`src/rtl/bcd_pkg.sv`:
```
//==============================================================================
// Module      : bcd_pkg
// Description : Shared types and constants for the BCD conversion blocks.
// Revision    : 1.0 - initial release
//==============================================================================
`default_nettype none

package bcd_pkg;

    typedef enum logic [1:0] {
        IDLE  = 2'd0,
        SHIFT = 2'd1,
        DONE  = 2'd2
    } state_t;

    localparam int         BCD_DIGIT_W = 4;
    localparam logic [3:0] ADD3_THRESH = 4'd5;

    // Defaults shared with bcdtobinary so both ends agree on widths.
    localparam int DEF_BIN_W  = 8;
    localparam int DEF_DIGITS = 3;

endpackage

`default_nettype wire

```
`src/rtl/bcd_add3.sv`:
```
//==============================================================================
// Module      : bcd_add3
// Description : Double-dabble digit corrector (d >= 5 ? d + 3 : d).
// Revision    : 1.0 - initial release
//==============================================================================
`default_nettype none

module bcd_add3
    import bcd_pkg::*;
(
    input  logic [BCD_DIGIT_W-1:0] d,
    output logic [BCD_DIGIT_W-1:0] q
);

    assign q = (d >= ADD3_THRESH) ? (d + 4'd3) : d;

endmodule

`default_nettype wire

```
`src/rtl/binary_to_bcd_seq.sv`:
```
//==============================================================================
// Module      : binary_to_bcd_seq
// Description : Sequential shift-and-add-3 binary to packed BCD converter.
// Revision    : 1.0 - initial release
//==============================================================================
`default_nettype none

module binary_to_bcd_seq
    import bcd_pkg::*;
#(
    parameter int BIN_W  = DEF_BIN_W,
    parameter int DIGITS = DEF_DIGITS
) (
    input  logic                          clk,
    input  logic                          reset,
    input  logic                          load,
    input  logic [BIN_W-1:0]              in,
    output logic [BCD_DIGIT_W*DIGITS-1:0] out,
    output logic                          busy,
    output logic                          done
);

    localparam int BCD_W = BCD_DIGIT_W * DIGITS;
    localparam int CNT_W = (BIN_W > 1) ? $clog2(BIN_W) : 1;
    localparam logic [CNT_W-1:0] c_last_cnt = CNT_W'(BIN_W - 1);

    state_t             r_state;
    logic [BCD_W-1:0]   r_bcd_sr;
    logic [BIN_W-1:0]   r_bin_sr;
    logic [CNT_W-1:0]   r_cnt;
    logic [BCD_W-1:0]   w_bcd_adj;
    logic [BCD_W-1:0]   w_bcd_next;

    generate
        for (genvar g = 0; g < DIGITS; g++) begin : g_add3
            bcd_add3 u_add3 (
                .d (r_bcd_sr[g*BCD_DIGIT_W +: BCD_DIGIT_W]),
                .q (w_bcd_adj[g*BCD_DIGIT_W +: BCD_DIGIT_W])
            );
        end
    endgenerate

    // Correct first, then shift the next binary MSB into the ones digit.
    assign w_bcd_next = {w_bcd_adj[BCD_W-2:0], r_bin_sr[BIN_W-1]};

    always_ff @(posedge clk) begin
        if (reset) begin
            r_state  <= IDLE;
            out      <= '0;
            r_bcd_sr <= '0;
            r_bin_sr <= '0;
            r_cnt    <= '0;
        end else begin
            case (r_state)
                IDLE, DONE: begin
                    if (load) begin
                        r_bin_sr <= in;
                        r_bcd_sr <= '0;
                        r_cnt    <= '0;
                        r_state  <= SHIFT;
                    end else begin
                        r_state  <= IDLE;
                    end
                end
                SHIFT: begin
                    r_bcd_sr <= w_bcd_next;
                    r_bin_sr <= {r_bin_sr[BIN_W-2:0], 1'b0};
                    r_cnt    <= r_cnt + 1'b1;
                    if (r_cnt == c_last_cnt) begin
                        out     <= w_bcd_next;
                        r_state <= DONE;
                    end
                end
                default: r_state <= IDLE;
            endcase
        end
    end

    assign busy = (r_state == SHIFT);
    assign done = (r_state == DONE);

endmodule

`default_nettype wire

```
`config.mk`:
```
export PLATFORM = sky130hd
export DESIGN_NAME = binary_to_bcd_seq
export DESIGN_NICKNAME = d
export VERILOG_FILES = /design/src/rtl/bcd_pkg.sv /design/src/rtl/bcd_add3.sv /design/src/rtl/binary_to_bcd_seq.sv
export SDC_FILE = /design/constraint.sdc
export NUM_CORES = 1
export LEC_CHECK = 0
export BUFFER_PORTS_ARGS = -buffer_cell sky130_fd_sc_hd__clkbuf_2
export CAP_MARGIN = 0
export CORE_ASPECT_RATIO = 1.75
export CORE_MARGIN = 5
export CORE_UTILIZATION = 35
export CTS_CLUSTER_DIAMETER = 200
export DETAILED_ROUTE_END_ITERATION = 10
export PLACE_DENSITY = 0.53
export SKIP_CTS_REPAIR_TIMING = 1
export SLEW_MARGIN = 20
export SYNTH_ARGS = -nofsm -noshare
export SYNTH_HDL_FRONTEND = slang
export SYNTH_SLANG_ARGS = --single-unit
```
`constraint.sdc`:
```
create_clock -name clk -period 1.6 [get_ports clk]
set_input_delay 0.24 -clock clk [delete_from_list [all_inputs] [get_ports clk]]
set_output_delay 0.24 -clock clk [all_outputs]
set_load 0.03 [all_outputs]
```
After elaboration in Yosys (flattened, before gate mapping). Index checks and enable logic that the tools add are counted.

$add $sub $neg: 4. Equal/unequal tests: 5. Magnitude comparators: 3. Reductions and logical operators: 5. Mux-type cells: 12.

Operators with widths (count): $pmux 12 s2 (1); $pmux 8 s2 (1); $ge 4x3->1 const B (3); $mux 12 (1); $add 4x2->4 const B (2); $mux 4 (2); $mux 8 (1); $mux 3 (2); $pmux 3 s2 (1); $pmux 2 s2 (1); $reduce_and 2->1 (2); $add 3x1->3 const B (1); $add 3x2->3 const B (1); $eq 3x3->1 const B (1); $eq 2x1->1 const B (1); $eq 2x2->1 const B (1); $logic_not 2->1 (1); $mux 2 (1); $ne 2x1->1 const B (1); $ne 2x2->1 const B (1); $reduce_bool 2->1 (1); $reduce_or 2->1 (1); $mux 1 (1).

Output and inout port bits: 14. Logic and storage cells: 34. Input port bits: 11. Register bits: 37.

Longest topological paths before layout. Gate-level depths: netlist of run 1.

Depth in word-level cells: 4. Gate-level depth with buffers: 7. Depth with buffers taken out: 6.

Cells and area by module. From an unflattened synthesis of run 1, not the netlist that was laid out.

Cell total of the unflattened synthesis: 214. Area total of the unflattened synthesis: 1714.1 um^2.

By module, submodules not included: binary_to_bcd_seq (area each 1410.1 um^2, times used 1, seq. area each 740.7 um^2, cells each 166); bcd_add3 (area each 101.3 um^2, times used 3, seq. area each 0.0 um^2, cells each 16).

Worst setup path after synthesis of run 1. Ideal clock, no wire load.

Kind: register to register. From: register r_bcd_sr[8]. To: register r_bcd_sr[10]. Buffers on the path: 0. Data arrival time: 1442 ps. Required time: 1525 ps. Cell stages (with the launch flop): 7. Period minus slack after synthesis: 1517 ps. Setup time: 75 ps. Setup slack: 83 ps. Cell sequence: dfxtp_1 -> inv_1 -> ha_1 -> nand2b_1 -> a21oi_1 -> mux2_2 -> o22ai_1.

Word-level cells in the longest chain between the ends: 3. Elaborated cells between the ends (all ways): 4. Those cells by class: add/sub (1); order compare (1); mux (2).

RTL lines: start, declared (RTL line binary_to_bcd_seq.sv:28) `logic [BCD_W-1:0] r_bcd_sr;`; start signal, assigned (RTL line binary_to_bcd_seq.sv:66) `r_bcd_sr <= w_bcd_next;`; $ge 4x3->1 / $add 3x2->3 (equally long branches) (RTL line bcd_add3.sv:15) `assign q = (d >= ADD3_THRESH) ? (d + 4'd3) : d;`; $mux 3 * (RTL line bcd_add3.sv:15); $pmux 12 s2 * (RTL line binary_to_bcd_seq.sv:54) `case (r_state)`.

Every way passes the cells marked *; elsewhere a longest branch is shown, timed or not. A chain may end at the register's enable or synchronous reset.

Worst setup path after layout of run 1.
From: register r_state[1]. To: output busy.

Word-level cells in the longest chain between the ends: 1.

RTL lines: start, declared (RTL line binary_to_bcd_seq.sv:27) `state_t r_state;`; start signal, assigned (RTL line binary_to_bcd_seq.sv:48) `r_state <= IDLE;`; start signal, assigned (RTL line binary_to_bcd_seq.sv:60) `r_state <= SHIFT;`; start signal, assigned (RTL line binary_to_bcd_seq.sv:62) `r_state <= IDLE;`; $eq 2x1->1 (RTL line binary_to_bcd_seq.sv:79) `assign busy = (r_state == SHIFT);`; end, declared (RTL line binary_to_bcd_seq.sv:19) `output logic busy,`.

No other way between the ends.

==> results of run 1 <==
cell usage in the layout, fill, tap and decap left out, types with 6 or more instances in the layout:
| cell | count |
|---|---|
| o21ai_0 | 9 |
| buf_4 | 12 |
| clkbuf_8 | 6 |
| ha_1 | 8 |
| nor2_1 | 23 |
| nand3b_1 | 8 |
| a211oi_1 | 12 |
| nand2b_1 | 6 |
| dfxtp_1 | 37 |
| a21oi_1 | 7 |
| clkbuf_2 | 24 |
| inv_1 | 7 |
| nor3_1 | 6 |
| mux2i_1 | 7 |
cell usage after synthesis:
| cell type | instances | area [µm²] |
|---|---|---|
| nand2b_1 | 6 | 37.5 |
| nand3_1 | 3 | 15.0 |
| inv_6 | 1 | 8.76 |
| o22ai_1 | 6 | 37.5 |
| dfxtp_1 | 37 | 741 |
| or3_1 | 3 | 18.8 |
| clkbuf_1 | 4 | 15.0 |
| nand3b_1 | 8 | 60.1 |
| ha_1 | 8 | 100 |
| a21oi_1 | 10 | 50.1 |
| nand2_1 | 3 | 11.3 |
| inv_1 | 7 | 26.3 |
| buf_2 | 3 | 15.0 |
| o32ai_1 | 1 | 8.76 |
| buf_6 | 3 | 33.8 |
| xnor2_1 | 2 | 17.5 |
| buf_4 | 2 | 15.0 |
| and2_4 | 1 | 8.76 |
| nor4_1 | 3 | 18.8 |
| mux2i_1 | 7 | 70.1 |
| a211oi_1 | 12 | 90.1 |
| or2_1 | 1 | 6.26 |
| nor2_1 | 23 | 86.3 |
| o21ai_0 | 10 | 50.1 |
| a211o_1 | 2 | 17.5 |
| nor3b_1 | 6 | 45.0 |
| nor2_2 | 1 | 6.26 |
| mux2_2 | 3 | 33.8 |
| a22oi_1 | 4 | 30.0 |
| nor3_1 | 6 | 30.0 |
| nor2b_1 | 2 | 12.5 |
critical path, delay by kind of cell, from the launching register on:
kind	cells	cell delay, ns
DFF	1	0.30
and+or+nand+nor	1	0.20
buffers and inverters	3	0.49
power by group through the flow:
stage	Clock, µW	Combinational (µW)	Sequential, µW
final	660	172	962
after global routing	712	194	964
after CTS	686	174	962
after detailed placement	0	173	983
after global placement	0	173	983
after floorplan	0	125	978
cell families after synthesis:
logic type,Yosys count,share of synthesized area [%]
xor+xnor,2,1.02
simple gates,66,20.8
compound gates,45,16.5
mux,10,6.05
fa+ha+maj,8,5.83
buf+inv,20,6.63
flops,37,43.1
registers in the layout, indices dropped and copies added (netlist names):
register and flops:
r_bin_sr 8, out 12, r_cnt 3, r_bcd_sr 12, r_state 2
worst max-delay path by stage:
stage,endpoint,depth (start not counted),from
final,busy,4,r_state[1]
after global placement,out[6],6,r_bcd_sr[5]
after floorplan,r_bcd_sr[10],6,r_bcd_sr[8]
after global routing,r_bcd_sr[6],6,r_bcd_sr[5]
after detailed placement,r_bcd_sr[6],6,r_bcd_sr[5]
after CTS,r_bcd_sr[6],6,r_bcd_sr[5]
area by class of cell:
class / instances / area [µm²]
fill: 500 / 2660
multi-input combinational: 131 / 888
timing repair buffer: 37 / 230
sequential: 37 / 741
tap: 52 / 65.1
inverter: 8 / 35.0
clock buffer: 7 / 86.3
per-stage QoR:
step                      hold WS (ns)  cells  cell area (µm²)  setup WS, ns
after global placement           0.454    265             1930        0.0734
after floorplan                  0.401    188             1720        0.0827
after detailed placement         0.460    265             1930        0.0400
final                            0.215    272             2050        0.0867
after CTS                        0.213    272             2020        0.0269
after global routing             0.251    272             2050       0.00561
metal layers:
layer  part of all wire [%]  global-route usage [%]  vias up
met5                      0                       0        -
met4                    2.3                    5.72        0
met3                    4.0                    3.71        8
met2                     54                    25.8       26
met1                     40                    12.4      661
li1                       -                       -      734
==> metrics.md, run 1 <==
| Metric | Value |
|---|---|
| Status | completed |
| Die extent in x | 62.9 µm |
| Drc violations | 0 |
| Final Power | 1790 µW |
| Switching component of the power | 435 µW |
| Detailed-placement wirelength estimate | 2910 µm |
| End of the worst register-to-register path | r_bcd_sr[6] |
| Die area | 6460 µm² |
| DRT antenna net count | 0 |
| Routability congestion estimate from global placement | 0.720 |
| Count of maximum capacitance violations | 0 |
| Sequential group share of total power | 53.6% |
| H-tree lvl count | 2 |
| Total number of vias | 1,429 |
| Overall fraction of global-route tracks in use | 13.1% |
| Maximum operating frequency | 661 MHz |
| Clock buffers created by TritonCTS | 5 |
| Largest fanout of any net on the critical path | 10 |
| CP max-delay cell | dfxtp_1 |
| Sw Share | 24.2% |
| DR iter-0 viols | 17 |
| Crit start category | flip-flop |
| Share of power burned in combinational logic | 9.6% |
| Highest ir drop seen on vdd | 0.532 mV |
| Accumulated negative setup slack | 0 ns |
| Initial antenna violation count | 0 |
| Leakage power total | 0.000811 µW |
| Crit path kind | reg2out |
| Share of power burned in the clock network | 36.8% |
| Worst skew pair latency | 0.28 ns |
| Unrepaired setup endpoints after global routing | no |
| Clock tree from TritonCTS | built |
| Seq/Total Area, Yosys | 43.1% |
| Final hold vios | 0 |
| Yosys synthesis warning count | 0 |
| Reg2Reg Launch Point | r_bcd_sr[5] |
| Core footprint | 4710 µm² |
| Synth Register Bits | 37 |
| Min-delay worst type | in2reg |
| Layout cell share with drive strength beyond 1 | 24.5% |
| Largest net degree at the start of global routing | 25 |
| PortBufs | 24 |
| Post-synthesis instance area | 1720 µm² |
| Pint | 1360 µW |
| Post-Route Skew | 0.00468 ns |
| Final core utilization | 43.5% |
| Number of ports placed on the die boundary | 25 |
| Post-layout nets | 239 |
| Detail-routed net length per standard cell | 14.4 µm |
| Diode count | 0 |
| Clk buf depth | 2 |
| Post-Synthesis Cells | 188 |
| Element type at the critical path end | output pin |
| Worst Path Required | 1.36 ns |
| Detailed-router iteration count before antenna repair | 4 |
| Worst min-delay path endpoint | r_bin_sr[0] |
| Number of cells on the worst hold path | 3 |
| Transition time at the pin with the least slew margin | 0.354 ns |
| Height of the die | 103 µm |
| Post-route clock period utilization | 94.6% |
| Highest cell delay on the worst timing path | 0.30 ns |
| Total routed wirelength | 3930 µm |
| Syn_nets | 207 |
| Layout Area Growth over Synthesis | 19.2% |
| Critical path, cell by cell | nand2b_1, inv_6, buf_4, clkbuf_2 |
| Signal arrival time at the worst endpoint | 1.27 ns |
| Remaining max-slew budget at the tightest pin | 76.4% |
| First-pass GRT wire length | 6710 µm |
| Count of final max-slew check failures | 0 |
| CTS Root Buffer Type | clkbuf_8 |
| Worst Hold Launch | in[0] |
| Synth Area per Inst | 9.13 µm² |
| GRT Residual Overflow | 0 |
| Clock tree sinks | 37 |
| Post-CTS clock slew at the launch and capture registers of the worst setup and hold paths | 0.07 ns |
| Number of endpoints failing setup at the final stage | 0 |
| Power density relative to cell area | 877 nW/µm² |
| Minimum period implied by the final worst setup slack | 1.51 ns |
| Number of distinct library cells after synthesis | 31 |
| Detail-routed via count per cell | 5.25 |
| Row Count | 33 |
| Effective utilization at floorplan | 36.5% |
| Worst setup slack for register-to-register paths | 0.10 ns |
| Vias in the first global route | 1,449 |
| Depth of the most critical reg-to-reg path | 6 |
No activity file was read; power rests on OpenSTA's default activity.
==> run 2, diff against run 1 <==
--- a/config.mk
+++ b/config.mk
@@ -5,14 +5,14 @@
 export SDC_FILE = /design/constraint.sdc
 export NUM_CORES = 1
 export LEC_CHECK = 0
-export BUFFER_PORTS_ARGS = -buffer_cell sky130_fd_sc_hd__clkbuf_2
 export CAP_MARGIN = 0
 export CORE_ASPECT_RATIO = 1.75
 export CORE_MARGIN = 5
 export CORE_UTILIZATION = 35
 export CTS_CLUSTER_DIAMETER = 200
 export DETAILED_ROUTE_END_ITERATION = 10
-export PLACE_DENSITY = 0.53
+export DONT_BUFFER_PORTS = 1
+export PLACE_DENSITY = 0.49
 export SKIP_CTS_REPAIR_TIMING = 1
 export SLEW_MARGIN = 20
 export SYNTH_ARGS = -nofsm -noshare
==> run 2 against run 1 <==
  * Core utilization shrank 2.8 points
  * Highest routed layer unchanged
  * Total power shrank 2.4%
  * Clock power shrank 2%
  * Clock skew shrank 0.00051 ns
  * Wire length shrank 0.69%
  * Die area is the same
  * Worst hold slack lost 0.20 ns
  * Count of clock-buffer cells in the layout is the same
  * Critical path type is now reg2reg
  * Global-route usage shrank 0.72 points
  * Flip-flop and latch count is the same
  * Maximum frequency shrank 0.77%
  * Largest cell class unchanged
  * Via count shrank 2.2%
==> metrics.md, run 2 (same netlist as run 1, synthesis figures left out) <==
| Metric | Value |
|---|---|
| Final core utilization | 40.7% (-2.8 points) |
| Final hold vios | 0 (unchanged) |
| Detailed-placement wirelength estimate | 2850 µm (-2.2%) |
| Detail-routed net length per standard cell | 15.6 µm (+8.1%) |
| Commonest cells after routing, fill and taps aside | 37 x dfxtp_1, 23 x nor2_1, 15 x buf_4 |
| Detail-routed via count per cell | 5.59 (+6.4%) |
| Sw Share | 23.2% (-1.0 points) |
| Share of power burned in the clock network | 37.1% (+0.3 points) |
| Uppermost layer routed | met4 |
| Transition time at the pin with the least slew margin | 0.390 ns (+0.0363 ns) |
| Crit start category | flip-flop |
| Number of standard cells in the layout, taps in and fillers out | 250 (-8.1%) |
| Die area | 6460 µm² (unchanged) |
| Layout cell share with drive strength beyond 1 | 15.7% (-8.9 points) |
| Row Count | 33 (unchanged) |
| Status | completed |
| Overall fraction of global-route tracks in use | 12.4% (-0.72 points) |
| DRT antenna net count | 0 (unchanged) |
| GRT Residual Overflow | 0 (unchanged) |
| Height of the die | 103 µm (unchanged) |
| Worst Path Required | 1.81 ns (+0.45 ns) |
| Sequential group share of total power | 55.0% (+1.4 points) |
| Min-delay worst type | in2reg |
| Post-route clock period utilization | 95.3% (+0.73 points) |
| Maximum operating frequency | 656 MHz (-0.77%) |
| Layout Area Growth over Synthesis | 11.6% |
| Placed Area | 1800 µm² (-6.9%) |
| Post-layout nets | 217 (-9.2%) |
| First-pass GRT wire length | 6330 µm (-5.6%) |
| Worst Hold Launch | reset |
| Total number of vias | 1,398 (-2.2%) |
| Highest ir drop seen on vdd | 0.620 mV (+17%) |
| WL met3 | 204 µm (+31%) |
| Met1 wire length | 1500 µm (-4.3%) |
| Post-Route Skew | 0.00417 ns (-0.000510 ns) |
| Largest net degree at the start of global routing | 41 (+64%) |
| Most common cell after layout, fill and taps aside | dfxtp_1 |
| Number of ports placed on the die boundary | 25 (unchanged) |
| Die extent in x | 62.9 µm (unchanged) |
| Pint | 1340 µW (-1.1%) |
| Reg2Reg Launch Point | r_bcd_sr[5] |
| Total routed wirelength | 3900 µm (-0.69%) |
| Effective utilization at floorplan | 36.5% (unchanged) |
| Share of power burned in combinational logic | 7.9% (-1.7 points) |
| Clock tree from TritonCTS | built |
| Detailed-router iteration count before antenna repair | 4 (unchanged) |
| Core footprint | 4710 µm² (unchanged) |
| Post-CTS clock slew at the launch and capture registers of the worst setup and hold paths | 0.07 ns (about the same) |
| Worst setup slack after placement | 0.00264 ns (-0.0373 ns) |
| CTS Root Buffer Type | clkbuf_8 |
| Count of maximum capacitance violations | 0 (unchanged) |
| Vias in the first global route | 1,373 (-5.2%) |
| DR iter-0 viols | 51 (+34) |
| Minimum period implied by the final worst setup slack | 1.53 ns (+0.0117 ns) |
| Registers with the highest flip-flop counts | out (12), r_bcd_sr (12), r_bin_sr (8) |
| PortBufs | 0 (-100%) |
| Number of endpoints failing setup at the final stage | 0 (unchanged) |
| Largest fanout of any net on the critical path | 4 (-6) |
| Clk buf depth | 2 (unchanged) |
| Clock buffers created by TritonCTS | 5 (unchanged) |
| Final Power | 1750 µW (-2.4%) |
| Drc violations | 0 (unchanged) |
| Final worst-path setup slack | 0.0750 ns (-0.0117 ns) |
| Initial antenna violation count | 0 (unchanged) |
| Number of instances in the placed design | 241 (-9.1%) |
| Clock tree sinks | 37 (unchanged) |
| Met2 wire length | 2120 µm (+0.86%) |
| Remaining max-slew budget at the tightest pin | 73.9% (-2.5 points) |
| Power density relative to cell area | 914 nW/µm² (+4.2%) |
| Signal arrival time at the worst endpoint | 1.73 ns (+0.46 ns) |
| Count of final max-slew check failures | 0 (unchanged) |
| Switching component of the power | 406 µW (-6.6%) |
| Crit path kind | reg2reg |
| Leakage power total | 0.000702 µW (-13%) |
| H-tree lvl count | 2 (unchanged) |
| Post-layout instance area | 1920 µm² (-6.4%) |
| Worst skew pair latency | 0.28 ns (about the same) |
| Start point of the critical path | r_bcd_sr[5] |
| Diode count | 0 (unchanged) |
| Routability congestion estimate from global placement | 0.773 (+7.4%) |
| Element type at the critical path end | flip-flop |
## run 2: power by group through the flow
stage,combinational (µW),sequential [µW],clock [µW]
after global placement,137,982,0
after detailed placement,141,983,0
after CTS,141,962,678
after floorplan,125,978,0
final,139,963,649
after global routing,152,965,705
## run 2: path summary, 6_finish.rpt
kind / to / slack [ns] / cells past startpoint
setup / recovery: r_bcd_sr[6] / 0.07 / 6
hold / removal: r_bcd_sr[7] / 0.02 / 1
setup reg to reg: r_bcd_sr[6] / 0.07 / 6
hold reg to reg: out[0] / 0.47 / 2
## run 2: layer usage
| metal | up-vias | global-route usage [%] |
|---|---|---|
| li1 | 691 | - |
| met1 | 671 | 11.2 |
| met2 | 30 | 24.0 |
| met3 | 6 | 4.80 |
| met4 | 0 | 5.39 |
| met5 | - | 0 |
## run 2: critical path, stage by stage (launching register included)
cell and delay [ns]:
dfxtp_1 0.33, inv_1 0.08, ha_1 0.17, nand2b_1 0.16, a21oi_2 0.17, mux2_2 0.36
o22ai_1 0.18
## run 2: area by class of cell
class	instances	area, µm²
Timing Repair Buffer	15	113
Multi-Input combinational cell	131	876
Sequential cell	37	741
Tap cell	52	65.1
Inverter	8	35.0
Clock buffer	7	86.3
Fill cell	508	2790
## run 2: stage by stage
stage               hold WS, ns  TNS (ns)
floorplan                 0.401         0
global route            0.00634  -0.00724
detailed placement        0.315         0
CTS                     0.00472   -0.0143
global placement          0.315         0
finish                   0.0194         0
